## src/rtl/fetch_rob_if.sv

```systemverilog
// Purpose: groups the fetch unit's memory request/response, decode delivery,
//          redirect and error signals into one bundle.
// Ports:   master = fetch unit side (drives requests, delivery, err);
//          slave  = environment side (memory, decode, redirect source).
interface fetch_rob_if #(
  parameter int P_ADDR_BITS = 32,
  parameter int P_INST_BITS = 32,
  parameter int P_OPAQ_BITS = 8
);
  logic                   mem_req_val;
  logic                   mem_req_rdy;
  logic [P_ADDR_BITS-1:0] mem_req_addr;
  logic [P_OPAQ_BITS-1:0] mem_req_opaque;
  logic                   mem_resp_val;
  logic                   mem_resp_rdy;
  logic [P_OPAQ_BITS-1:0] mem_resp_opaque;
  logic [P_INST_BITS-1:0] mem_resp_data;
  logic                   d_val;
  logic                   d_rdy;
  logic [P_INST_BITS-1:0] d_inst;
  logic [P_ADDR_BITS-1:0] d_pc;
  logic                   squash;
  logic [P_ADDR_BITS-1:0] branch_target;
  logic                   err;

  modport master (
    output mem_req_val, mem_req_addr, mem_req_opaque, mem_resp_rdy,
           d_val, d_inst, d_pc, err,
    input  mem_req_rdy, mem_resp_val, mem_resp_opaque, mem_resp_data,
           d_rdy, squash, branch_target
  );

  modport slave (
    input  mem_req_val, mem_req_addr, mem_req_opaque, mem_resp_rdy,
           d_val, d_inst, d_pc, err,
    output mem_req_rdy, mem_resp_val, mem_resp_opaque, mem_resp_data,
           d_rdy, squash, branch_target
  );
endinterface

```

## src/rtl/fetch_rob.sv

```systemverilog
// Purpose: sequential instruction fetch with a circular slot buffer; memory
//          responses may return out of order, decode sees them in program order.
// Ports:   clk, rst (sync, active-high); bus = fetch_rob_if.master carrying the
//          memory request/response, decode handshake, squash redirect and err.
//          Latency: memory latency + 1 cycle. Requests stall when all slots are
//          in use; a stalled decode (d_rdy=0) eventually fills every slot.
module fetch_rob #(
  parameter logic [31:0] P_RST_ADDR  = 32'h0,
  parameter int          P_ADDR_BITS = 32,
  parameter int          P_INST_BITS = 32,
  parameter int          P_OPAQ_BITS = 8,
  parameter int          P_DEPTH     = 4
) (
  input  logic         clk,
  input  logic         rst,
  fetch_rob_if.master  bus
);
  localparam int W = $clog2(P_DEPTH);

  // Per-slot state
  logic [P_DEPTH-1:0]     r_alloc;
  logic [P_DEPTH-1:0]     r_filled;
  logic [P_DEPTH-1:0]     r_killed;
  logic [P_ADDR_BITS-1:0] r_pc   [P_DEPTH];
  logic [P_INST_BITS-1:0] r_inst [P_DEPTH];

  logic [W-1:0]           r_aptr;
  logic [W-1:0]           r_hptr;
  logic [W:0]             r_count;
  logic [P_ADDR_BITS-1:0] r_pc_next;
  logic                   r_err;

  logic                   w_req_val;
  logic [P_ADDR_BITS-1:0] w_req_addr;
  logic                   w_req_fire;
  logic [W-1:0]           w_resp_idx;
  logic                   w_resp_in_range;
  logic                   w_resp_vld;
  logic                   w_resp_ok;
  logic                   w_head_rdy;
  logic                   w_d_val;
  logic                   w_deliver;
  logic                   w_drain;
  logic                   w_free;

  // P_DEPTH is a power of two, so count < P_DEPTH is just "MSB clear".
  assign w_req_val  = !rst && !r_count[W];
  assign w_req_addr = bus.squash ? bus.branch_target : r_pc_next;
  assign w_req_fire = w_req_val && bus.mem_req_rdy;

  // Opaque values at or beyond P_DEPTH never name a slot; widen by one bit
  // so the compare still works when P_DEPTH == 2**P_OPAQ_BITS.
  assign w_resp_idx      = bus.mem_resp_opaque[W-1:0];
  assign w_resp_in_range = {1'b0, bus.mem_resp_opaque} < (P_OPAQ_BITS+1)'(P_DEPTH);
  assign w_resp_vld      = !rst && bus.mem_resp_val;
  assign w_resp_ok       = w_resp_vld && w_resp_in_range &&
                           r_alloc[w_resp_idx] && !r_filled[w_resp_idx];

  // Head slot leaves either by delivery or, if killed, by a silent drain.
  // An unfilled head blocks, killed or not, so a slot is never reused
  // while its response is still in flight.
  assign w_head_rdy = r_alloc[r_hptr] && r_filled[r_hptr];
  assign w_d_val    = !rst && w_head_rdy && !r_killed[r_hptr] && !bus.squash;
  assign w_deliver  = w_d_val && bus.d_rdy;
  assign w_drain    = !rst && w_head_rdy && r_killed[r_hptr];
  assign w_free     = w_deliver || w_drain;

  always_ff @(posedge clk) begin
    if (rst) begin
      r_alloc   <= '0;
      r_filled  <= '0;
      r_killed  <= '0;
      r_aptr    <= '0;
      r_hptr    <= '0;
      r_count   <= '0;
      r_pc_next <= P_ADDR_BITS'(P_RST_ADDR);
      r_err     <= 1'b0;
    end else begin
      // Kill everything allocated before this cycle; the slot allocated
      // below in the same cycle (at branch_target) overrides its own bit.
      if (bus.squash) begin
        r_killed <= r_killed | r_alloc;
      end

      if (w_resp_ok) begin
        r_filled[w_resp_idx] <= 1'b1;
        r_inst[w_resp_idx]   <= bus.mem_resp_data;
      end

      if (w_free) begin
        r_alloc[r_hptr] <= 1'b0;
        r_hptr          <= r_hptr + W'(1);
      end

      if (w_req_fire) begin
        r_alloc[r_aptr]  <= 1'b1;
        r_filled[r_aptr] <= 1'b0;
        r_killed[r_aptr] <= 1'b0;
        r_pc[r_aptr]     <= w_req_addr;
        r_aptr           <= r_aptr + W'(1);
        r_pc_next        <= w_req_addr + P_ADDR_BITS'(4);
      end else if (bus.squash) begin
        r_pc_next <= bus.branch_target;
      end

      r_count <= r_count + {{W{1'b0}}, w_req_fire} - {{W{1'b0}}, w_free};

      // Response to a free or already-filled slot is dropped and flagged.
      if (w_resp_vld && !w_resp_ok) begin
        r_err <= 1'b1;
      end
    end
  end

  assign bus.mem_req_val    = w_req_val;
  assign bus.mem_req_addr   = w_req_addr;
  assign bus.mem_req_opaque = P_OPAQ_BITS'(r_aptr);
  assign bus.mem_resp_rdy   = !rst;
  assign bus.d_val          = w_d_val;
  assign bus.d_inst         = r_inst[r_hptr];
  assign bus.d_pc           = r_pc[r_hptr];
  assign bus.err            = r_err;
endmodule

```

## src/flat_wrapper.sv

```systemverilog
// flat-port wrapper written by rule: the top's interface ports become plain ports
module fetch_rob_flat 
#(
  parameter logic [31:0] P_RST_ADDR  = 32'h0,
  parameter int          P_ADDR_BITS = 32,
  parameter int          P_INST_BITS = 32,
  parameter int          P_OPAQ_BITS = 8,
  parameter int          P_DEPTH     = 4
)
  (clk, rst, bus_mem_req_val, bus_mem_req_addr, bus_mem_req_opaque, bus_mem_resp_rdy, bus_d_val, bus_d_inst, bus_d_pc, bus_err, bus_mem_req_rdy, bus_mem_resp_val, bus_mem_resp_opaque, bus_mem_resp_data, bus_d_rdy, bus_squash, bus_branch_target);
  fetch_rob_if #(.P_ADDR_BITS(P_ADDR_BITS), .P_INST_BITS(P_INST_BITS), .P_OPAQ_BITS(P_OPAQ_BITS)) bus_i ();
  input  logic clk;
  input  logic rst;
  output wire logic [$bits(bus_i.mem_req_val)-1:0] bus_mem_req_val;
  output wire logic [$bits(bus_i.mem_req_addr)-1:0] bus_mem_req_addr;
  output wire logic [$bits(bus_i.mem_req_opaque)-1:0] bus_mem_req_opaque;
  output wire logic [$bits(bus_i.mem_resp_rdy)-1:0] bus_mem_resp_rdy;
  output wire logic [$bits(bus_i.d_val)-1:0] bus_d_val;
  output wire logic [$bits(bus_i.d_inst)-1:0] bus_d_inst;
  output wire logic [$bits(bus_i.d_pc)-1:0] bus_d_pc;
  output wire logic [$bits(bus_i.err)-1:0] bus_err;
  input wire logic [$bits(bus_i.mem_req_rdy)-1:0] bus_mem_req_rdy;
  input wire logic [$bits(bus_i.mem_resp_val)-1:0] bus_mem_resp_val;
  input wire logic [$bits(bus_i.mem_resp_opaque)-1:0] bus_mem_resp_opaque;
  input wire logic [$bits(bus_i.mem_resp_data)-1:0] bus_mem_resp_data;
  input wire logic [$bits(bus_i.d_rdy)-1:0] bus_d_rdy;
  input wire logic [$bits(bus_i.squash)-1:0] bus_squash;
  input wire logic [$bits(bus_i.branch_target)-1:0] bus_branch_target;
  assign bus_mem_req_val = bus_i.mem_req_val;
  assign bus_mem_req_addr = bus_i.mem_req_addr;
  assign bus_mem_req_opaque = bus_i.mem_req_opaque;
  assign bus_mem_resp_rdy = bus_i.mem_resp_rdy;
  assign bus_d_val = bus_i.d_val;
  assign bus_d_inst = bus_i.d_inst;
  assign bus_d_pc = bus_i.d_pc;
  assign bus_err = bus_i.err;
  assign bus_i.mem_req_rdy = bus_mem_req_rdy;
  assign bus_i.mem_resp_val = bus_mem_resp_val;
  assign bus_i.mem_resp_opaque = bus_mem_resp_opaque;
  assign bus_i.mem_resp_data = bus_mem_resp_data;
  assign bus_i.d_rdy = bus_d_rdy;
  assign bus_i.squash = bus_squash;
  assign bus_i.branch_target = bus_branch_target;
  fetch_rob #(.P_RST_ADDR(P_RST_ADDR), .P_ADDR_BITS(P_ADDR_BITS), .P_INST_BITS(P_INST_BITS), .P_OPAQ_BITS(P_OPAQ_BITS), .P_DEPTH(P_DEPTH)) u_core (.clk(clk), .rst(rst), .bus(bus_i));
endmodule
```

## config.mk

```make
export PLATFORM = sky130hd
export DESIGN_NAME = fetch_rob_flat
export DESIGN_NICKNAME = d
export VERILOG_FILES = /design/src/rtl/fetch_rob_if.sv /design/src/rtl/fetch_rob.sv /design/src/flat_wrapper.sv
export SDC_FILE = /design/constraint.sdc
export NUM_CORES = 1
export LEC_CHECK = 0
export CELL_PAD_IN_SITES_DETAIL_PLACEMENT = 1
export CELL_PAD_IN_SITES_GLOBAL_PLACEMENT = 1
export CORE_MARGIN = 1.5
export CORE_UTILIZATION = 49
export DETAILED_ROUTE_END_ITERATION = 10
export PLACE_DENSITY_LB_ADDON = 0.1
export SLEW_MARGIN = 20
export SYNTH_ARGS = -nofsm -noshare
export SYNTH_HDL_FRONTEND = slang
export SYNTH_SLANG_ARGS = --single-unit
```

## constraint.sdc

```tcl
create_clock -name clk -period 12.85 [get_ports clk]
set_input_delay 1.9275 -clock clk [delete_from_list [all_inputs] [get_ports clk]]
set_output_delay 1.9275 -clock clk [all_outputs]
set_load 0.005 [all_outputs]
```

==> results.md, run 1 <==
- Pwr dens: 141 mW/mm2
- Die ar.: 0.0261 mm2
- Combinational share of power: 6.8%
- Yosys warns: 0
- Max-cap violations: 0
- Die span in y: 162 um
- Reg-to-Reg Start: u_core.r_hptr[0]
- Critical path, cell by cell: buf_2 > buf_4 > mux2i_1 > inv_1 > clkdlybuf4s50_1
- Setup_tns: 0 ps
- Status: finished clean
- Largest net degree at the start of global routing: 65
- RSZ-0062 raised after global routing: no
- Worst hold path class: reg -> reg
- R2R Setup Slk: 9880 ps
- Initial antenna violation count: 2
- Fin Hold WS: 506 ps
- Met3 usage: 4.93%
- Most frequent cell after synthesis: edfxtp_1
- DR vias: 6942
- Hold path cells: 2
- Synth top area share: 62.4%
- Synthesis-to-finish area growth: 25.9%
- Die W: 162 um
- CTS resizes: 0
- Placed Area: 0.0144 mm2
- Clk slew on worst S/H paths: 60 ps
- Initial Util: 50.4%
- Met1 Track Usage GR: 29.1%
- Worst path slowest cell: buf_4
- Drt drc: 0
- Final non-filler cell area: 0.0155 mm2
- Period utilization: 44.9%
- Met2 capacity usage during global routing: 40.7%
- CTS H-tree lvls: 2
- GRT Total Usage: 23.3%
- Boundary Pins: 186
- Hold_buf cts: 0
- Clock power share: 41.8%
- Reg2reg end: u_core.r_count[1]
- Row cnt: 57
- Ranking of synthesized cells by area: edfxtp_1 62%, mux4_2 12%, dfxtp_1 8.8%
- Cell Area, Synth: 0.0123 mm2
- Busiest layer in global routing: met2
- Cell variety after synth: 58
- Commonest cells in the netlist: 256 x edfxtp_1, 66 x mux4_2, 54 x dfxtp_1
- Sequential power share: 51.4%
- Final-report hold violation count: 0
- Cell taking the most area after synthesis: edfxtp_1
- Post-CTS setup buffer count: 0
- Inserted Clock Buffers: 34
- Maximum vdd drop: 0.108 mV
- Initial DRT Pass Iterations: 5
- Switching share of power: 20.8%
- Pre-CTS setup slack: 7050 ps
- Post-DP HPWL: 18.4 mm
- Clock Tree Buf Depth: 3
- Worst r2r path cells: 8
- First-pass GRT wire length: 45.6 mm
- Slowest stage delay, CP: 570 ps
- WL/cell: 23.7 um
- Kind of critical path: in -> out
- Tmin final: 5780 ps
- Seq cells post-synth: 310
- I/O Buffers: 179
- Clock Skew: 11.0 ps
- Core area: 0.0245 mm2
- Drt total wl: 29.3 mm
- Worst setup EP type: primary output
- Number of clock sinks: 310
- Max-slew violations: 0
- WHS Endpoint: u_core.bus.err
- Seq/Total Area, Yosys: 71.2%
- CTS tree: yes
- Drt via density: 5.62
- First DRT Iteration DRCs: 482
- Critical path data required time: 10920 ps
- CP Launch Type: input pin
- Share of layout cells above drive strength 1: 16.9%
- Worst skew pair latency: 510 ps
- Ys async rst share: 0%
- Crit Path Max Fanout: 62
- Setup WS post-layout: 7070 ps
- Final ANT Viol Nets: 0
- Cells after Synth: 692
- Fmax: 0.173 GHz
- Total power: 0.00218 W
- Average cell area after synthesis: 17.8 um2
- Crit path buffers/inverters: 4
- Final setup violation count: 0
- Vias in the first global route: 7797
- Leak: 5.23 nW
- Number of flops mapped to enable cells by yosys: 256
- Final net count: 976
- Main synth FF type: edfxtp_1
- Root buffer cell: clkbuf_16
- GPL Wtd Cong: 0.793
- Psw: 0.000454 W
- Int Pwr: 0.00173 W
- Grt total ovfl: 0
- Worst EP arrival: 3850 ps
- Worst slew margin: 30.3%
- Worst-margin pin slew: 1050 ps
- Hold Crit Start: u_core.bus.err
- Crit-path leading delay family: buffers and inverters
metal layers:
layer  wire [um]  share of wire, %
met1       11700                40
met2       15100                51
met3        1740               5.9
met4         719               2.5
met5          13             0.044
tightest hold or removal path: cells and delay by family (launching register included):
kind             cells  cell delay, ps
AO/OA/AOI/OAI        1              60
AND/OR/NAND/NOR      1              80
flip-flops           1             330
registers in the layout, summed over array words and instances, names as in the netlist, named ones only:
register / cells
u_core.r_inst: 128
u_core.r_pc: 128
u_core.r_pc_next: 32
u_core.r_alloc: 4
u_core.r_filled: 4
u_core.r_killed: 4
u_core.r_count: 3
u_core.r_aptr: 2
u_core.r_hptr: 2
u_core.bus.err: 1
per-stage QoR:
step                      cells  util, %
after floorplan             697        -
after global routing       1236     63.4
after detailed placement   1173     59.1
after global placement     1173     59.1
after CTS                  1234     63.3
final                      1236     63.4
cell usage in the layout (no fill, tap or decap), types with 10 or more instances in the layout:
master           instances
nor3_1                  14
nand2_1                 26
a21oi_1                 23
nand3_1                 13
edfxtp_1               256
clkdlybuf4s50_1        177
inv_1                   24
clkbuf_1                15
mux2i_1                 12
clkbuf_16               35
dfxtp_1                 52
xnor2_1                 10
and3_1                  13
mux2_2                  20
nand4_1                 12
nor2_1                  23
ha_1                    11
mux4_2                  66
power by group through the flow:
stage | combinational [W] | sequential, W | clock, W
2_1_floorplan | 0.0000632 | 0.00114 | 0
3_3_place_gp | 0.000142 | 0.00114 | 0
3_5_place_dp | 0.000148 | 0.00114 | 0
4_1_cts | 0.000150 | 0.00112 | 0.000932
5_1_grt | 0.000160 | 0.00113 | 0.000970
6_report | 0.000148 | 0.00112 | 0.000913
cell type report:
class	count	area (um2)
multi-input cells	322	3300
inverters	28	105
diodes	1	2.50
clock buffers	53	973
repair buffers	190	1880
well taps	324	405
fillers	2151	8950
flip-flops and latches	310	8780
clock inverters	8	65.1
worst max path at each step:
stage / start / cells after the start / endpoint
final: bus_squash / 5 / bus_mem_req_addr[2]
after global placement: bus_squash / 5 / bus_mem_req_addr[21]
after CTS: bus_squash / 5 / bus_mem_req_addr[2]
after floorplan: bus_mem_resp_opaque[7] / 3 / u_core.r_inst[2][0]
after detailed placement: bus_squash / 5 / bus_mem_req_addr[2]
after global routing: bus_squash / 5 / bus_mem_req_addr[2]
cell families (layout without fill, tap and decap cells):
logic type	count (synthesis)	count (layout)	synth area share, %
adders and majority gates	12	12	1.28
xor gates and xnor gates	15	15	1.07
buffers and inverters	65	279	2.38
other	1	7	0.0304
and+or+nand+nor	135	135	5.94
DFF	310	310	71.2
AOI/OAI and AO/OA	56	56	3.28
muxes	98	98	14.9
Power figures use the tool's default switching activity.
==> inputs of run 2 (changes only) <==
- CORE_UTILIZATION: 49 -> 41
- clock period: 12.85 -> 5.17 ns (I/O delays scaled with it)
==> results.md, run 2 (synthesis results as in run 1) <==
- GRT Total Usage: 19.3% (was 23.3%)
- GPL Wtd Cong: 0.765 (was 0.793)
- # fillers: 2794 (was 2151)
- Drt total wl: 29.2 mm (was 29.3 mm)
- Hold path cells: 2 (unchanged)
- WL/cell: 22.3 um (was 23.7 um)
- Max-slew violations: 0 (unchanged)
- Root buffer cell: clkbuf_16 (unchanged)
- Worst hold path class: reg -> reg (unchanged)
- Setup_tns: 0 ps (unchanged)
- Worst skew pair latency: 520 ps (was 510 ps)
- Kind of critical path: reg -> out (was in -> out)
- Tmin final: 3740 ps
- Hold_buf cts: 0 (unchanged)
- Post-Layout Cell Count: 1309 (was 1236)
- Worst setup EP type: primary output (unchanged)
- First-pass GRT wire length: 45.1 mm (was 45.6 mm)
- CTS tree: yes (unchanged)
- Regs by FF count: u_core.r_inst x128, u_core.r_pc x128, u_core.r_pc_next x32 (unchanged)
- Grt total ovfl: 0 (unchanged)
- Initial DRT Pass Iterations: 4 (was 5)
- Fmax: 0.268 GHz
- Boundary Pins: 186 (unchanged)
- Share of layout cells above drive strength 1: 18.1% (was 16.9%)
- Initial Util: 41.6% (was 50.4%)
- Max-cap violations: 0 (unchanged)
- Crit Path Max Fanout: 41 (was 62)
- Most common cell after layout, fill and taps aside: edfxtp_1 (unchanged)
- Row cnt: 63 (was 57)
- Reg-to-Reg Start: u_core.r_hptr[0] (unchanged)
- Inserted Clock Buffers: 35 (was 34)
- Final-report hold violation count: 0 (unchanged)
- Die W: 176 um (was 162 um)
- CTS H-tree lvls: 2 (unchanged)
- Worst r2r path cells: 8 (unchanged)
- Post-CTS setup buffer count: 0 (unchanged)
- Synthesis-to-finish area growth: 27.8% (was 25.9%)
- Final ANT Viol Nets: 0 (unchanged)
- DR vias: 7020 (was 6942)
- Total power: 0.00568 W (was 0.00218 W)
- Post-DP HPWL: 19.3 mm (was 18.4 mm)
- Hold Crit Start: u_core.bus.err (unchanged)
- Psw: 0.00117 W (was 0.000454 W)
- Clock Tree Buf Depth: 3 (unchanged)
- Vias in the first global route: 7648 (was 7797)
- R2R Setup Slk: 2380 ps (was 9880 ps)
- Number of clock sinks: 310 (unchanged)
- Reg2reg end: u_core.r_count[1] (unchanged)
- Final net count: 982 (was 976)
- Initial antenna violation count: 0 (was 2)
- Met2 capacity usage during global routing: 33.8% (was 40.7%)
- Sequential power share: 49.2% (was 51.4%)
- Critical path data required time: 4390 ps (was 10920 ps)
- Maximum vdd drop: 0.289 mV (was 0.108 mV)
- Busiest layer in global routing: met2 (unchanged)
- I/O Buffers: 179 (unchanged)
- Clk slew on worst S/H paths: 60 ps (about the same)
- Met1 Track Usage GR: 24.4% (was 29.1%)
- Core area: 0.0296 mm2 (was 0.0245 mm2)
- Die span in y: 176 um (was 162 um)
- Period utilization: 72.3%
- Drt drc: 0 (unchanged)
- Die ar.: 0.0311 mm2 (was 0.0261 mm2)
- Combinational share of power: 6.5% (was 6.8%)
- Drt via density: 5.36 (was 5.62)
- Met3 usage: 3.19% (was 4.93%)
- First DRT Iteration DRCs: 382 (was 482)
- Int Pwr: 0.00451 W (was 0.00173 W)
- Largest net degree at the start of global routing: 65 (unchanged)
- Worst EP arrival: 2960 ps (was 3850 ps)
- CP Launch Type: register (was input pin)
- Switching share of power: 20.6% (was 20.8%)
- Worst slew margin: 28.2% (was 30.3%)
- Status: finished clean (unchanged)
- Clock Skew: 18.3 ps (was 11.0 ps)
- Commonest non-fill, non-tap cells in the layout: 256 x edfxtp_1, 177 x clkdlybuf4s50_1, 66 x mux4_2, 52 x dfxtp_1, 36 x clkbuf_16 (was 256 x edfxtp_1, 177 x clkdlybuf4s50_1, 66 x mux4_2, 52 x dfxtp_1, 35 x clkbuf_16)
- Worst-margin pin slew: 1080 ps (was 1050 ps)
- Pwr dens: 360 mW/mm2 (was 141 mW/mm2)
- WHS Endpoint: u_core.bus.err (unchanged)
- N_diodes: 0 (was 1)
- Leak: 5.35 nW (was 5.23 nW)
- RSZ-0062 raised after global routing: no (unchanged)
- Clock power share: 44.3% (was 41.8%)
- Final setup violation count: 0 (unchanged)
- CTS resizes: 0 (unchanged)
- DP Cell Count: 1245 (was 1173)
## run 2: how the worst max path moves through the flow
| stage | start | endpoint | slack, ps | cells after the start |
|---|---|---|---|---|
| after floorplan | bus_mem_resp_opaque[7] | u_core.r_inst[2][0] | 940 | 3 |
| after global placement | bus_squash | bus_mem_req_addr[17] | 1500 | 5 |
| after detailed placement | bus_mem_req_rdy | u_core.r_pc[3][2] | 1490 | 6 |
| after CTS | register | bus_d_pc[7] | 1270 | 3 |
| after global routing | register | bus_d_pc[4] | 1210 | 3 |
| final | register | bus_d_pc[7] | 1430 | 3 |
## run 2: layout make-up
type / count / area [um2] / area share (%)
repair buffers: 195 / 1900 / 12.1
clock inverters: 17 / 223 / 1.41
inverters: 28 / 105 / 0.667
well taps: 390 / 488 / 3.10
multi-input cells: 322 / 3300 / 21.0
clock buffers: 47 / 952 / 6.05
flip-flops and latches: 310 / 8780 / 55.7
## run 2: routing by layer
layer  share of wire [%]  up-vias
met5                   0        -
met4                 2.5        0
met3                 4.4       60
met2                  51      191
met1                  42     3632
li1                    -     3137
## run 2: per-stage QoR
stage	worst slack, ps	area, um2	utilization [%]	hold slack (ps)
after CTS	1270	15700	53.1	502
after detailed placement	1490	14600	49.2	487
final	1430	15700	53.1	484
after global routing	1210	15700	53.1	523
after floorplan	937	12300	-	460
after global placement	1500	14600	49.2	456
## run 2: worst max-delay path, stage by stage (launching register included)
cell and delay, ps:
dfxtp_4 930, buf_4 450, mux4_2 580, clkdlybuf4s50_1 480
## run 2: power groups by stage
stage / clock network [W] / registers (W) / logic (W)
final: 0.00251 / 0.00279 / 0.000371
after global routing: 0.00266 / 0.00280 / 0.000404
after CTS: 0.00258 / 0.00279 / 0.000378
after detailed placement: 0 / 0.00284 / 0.000375
after global placement: 0 / 0.00284 / 0.000365
after floorplan: 0 / 0.00284 / 0.000157
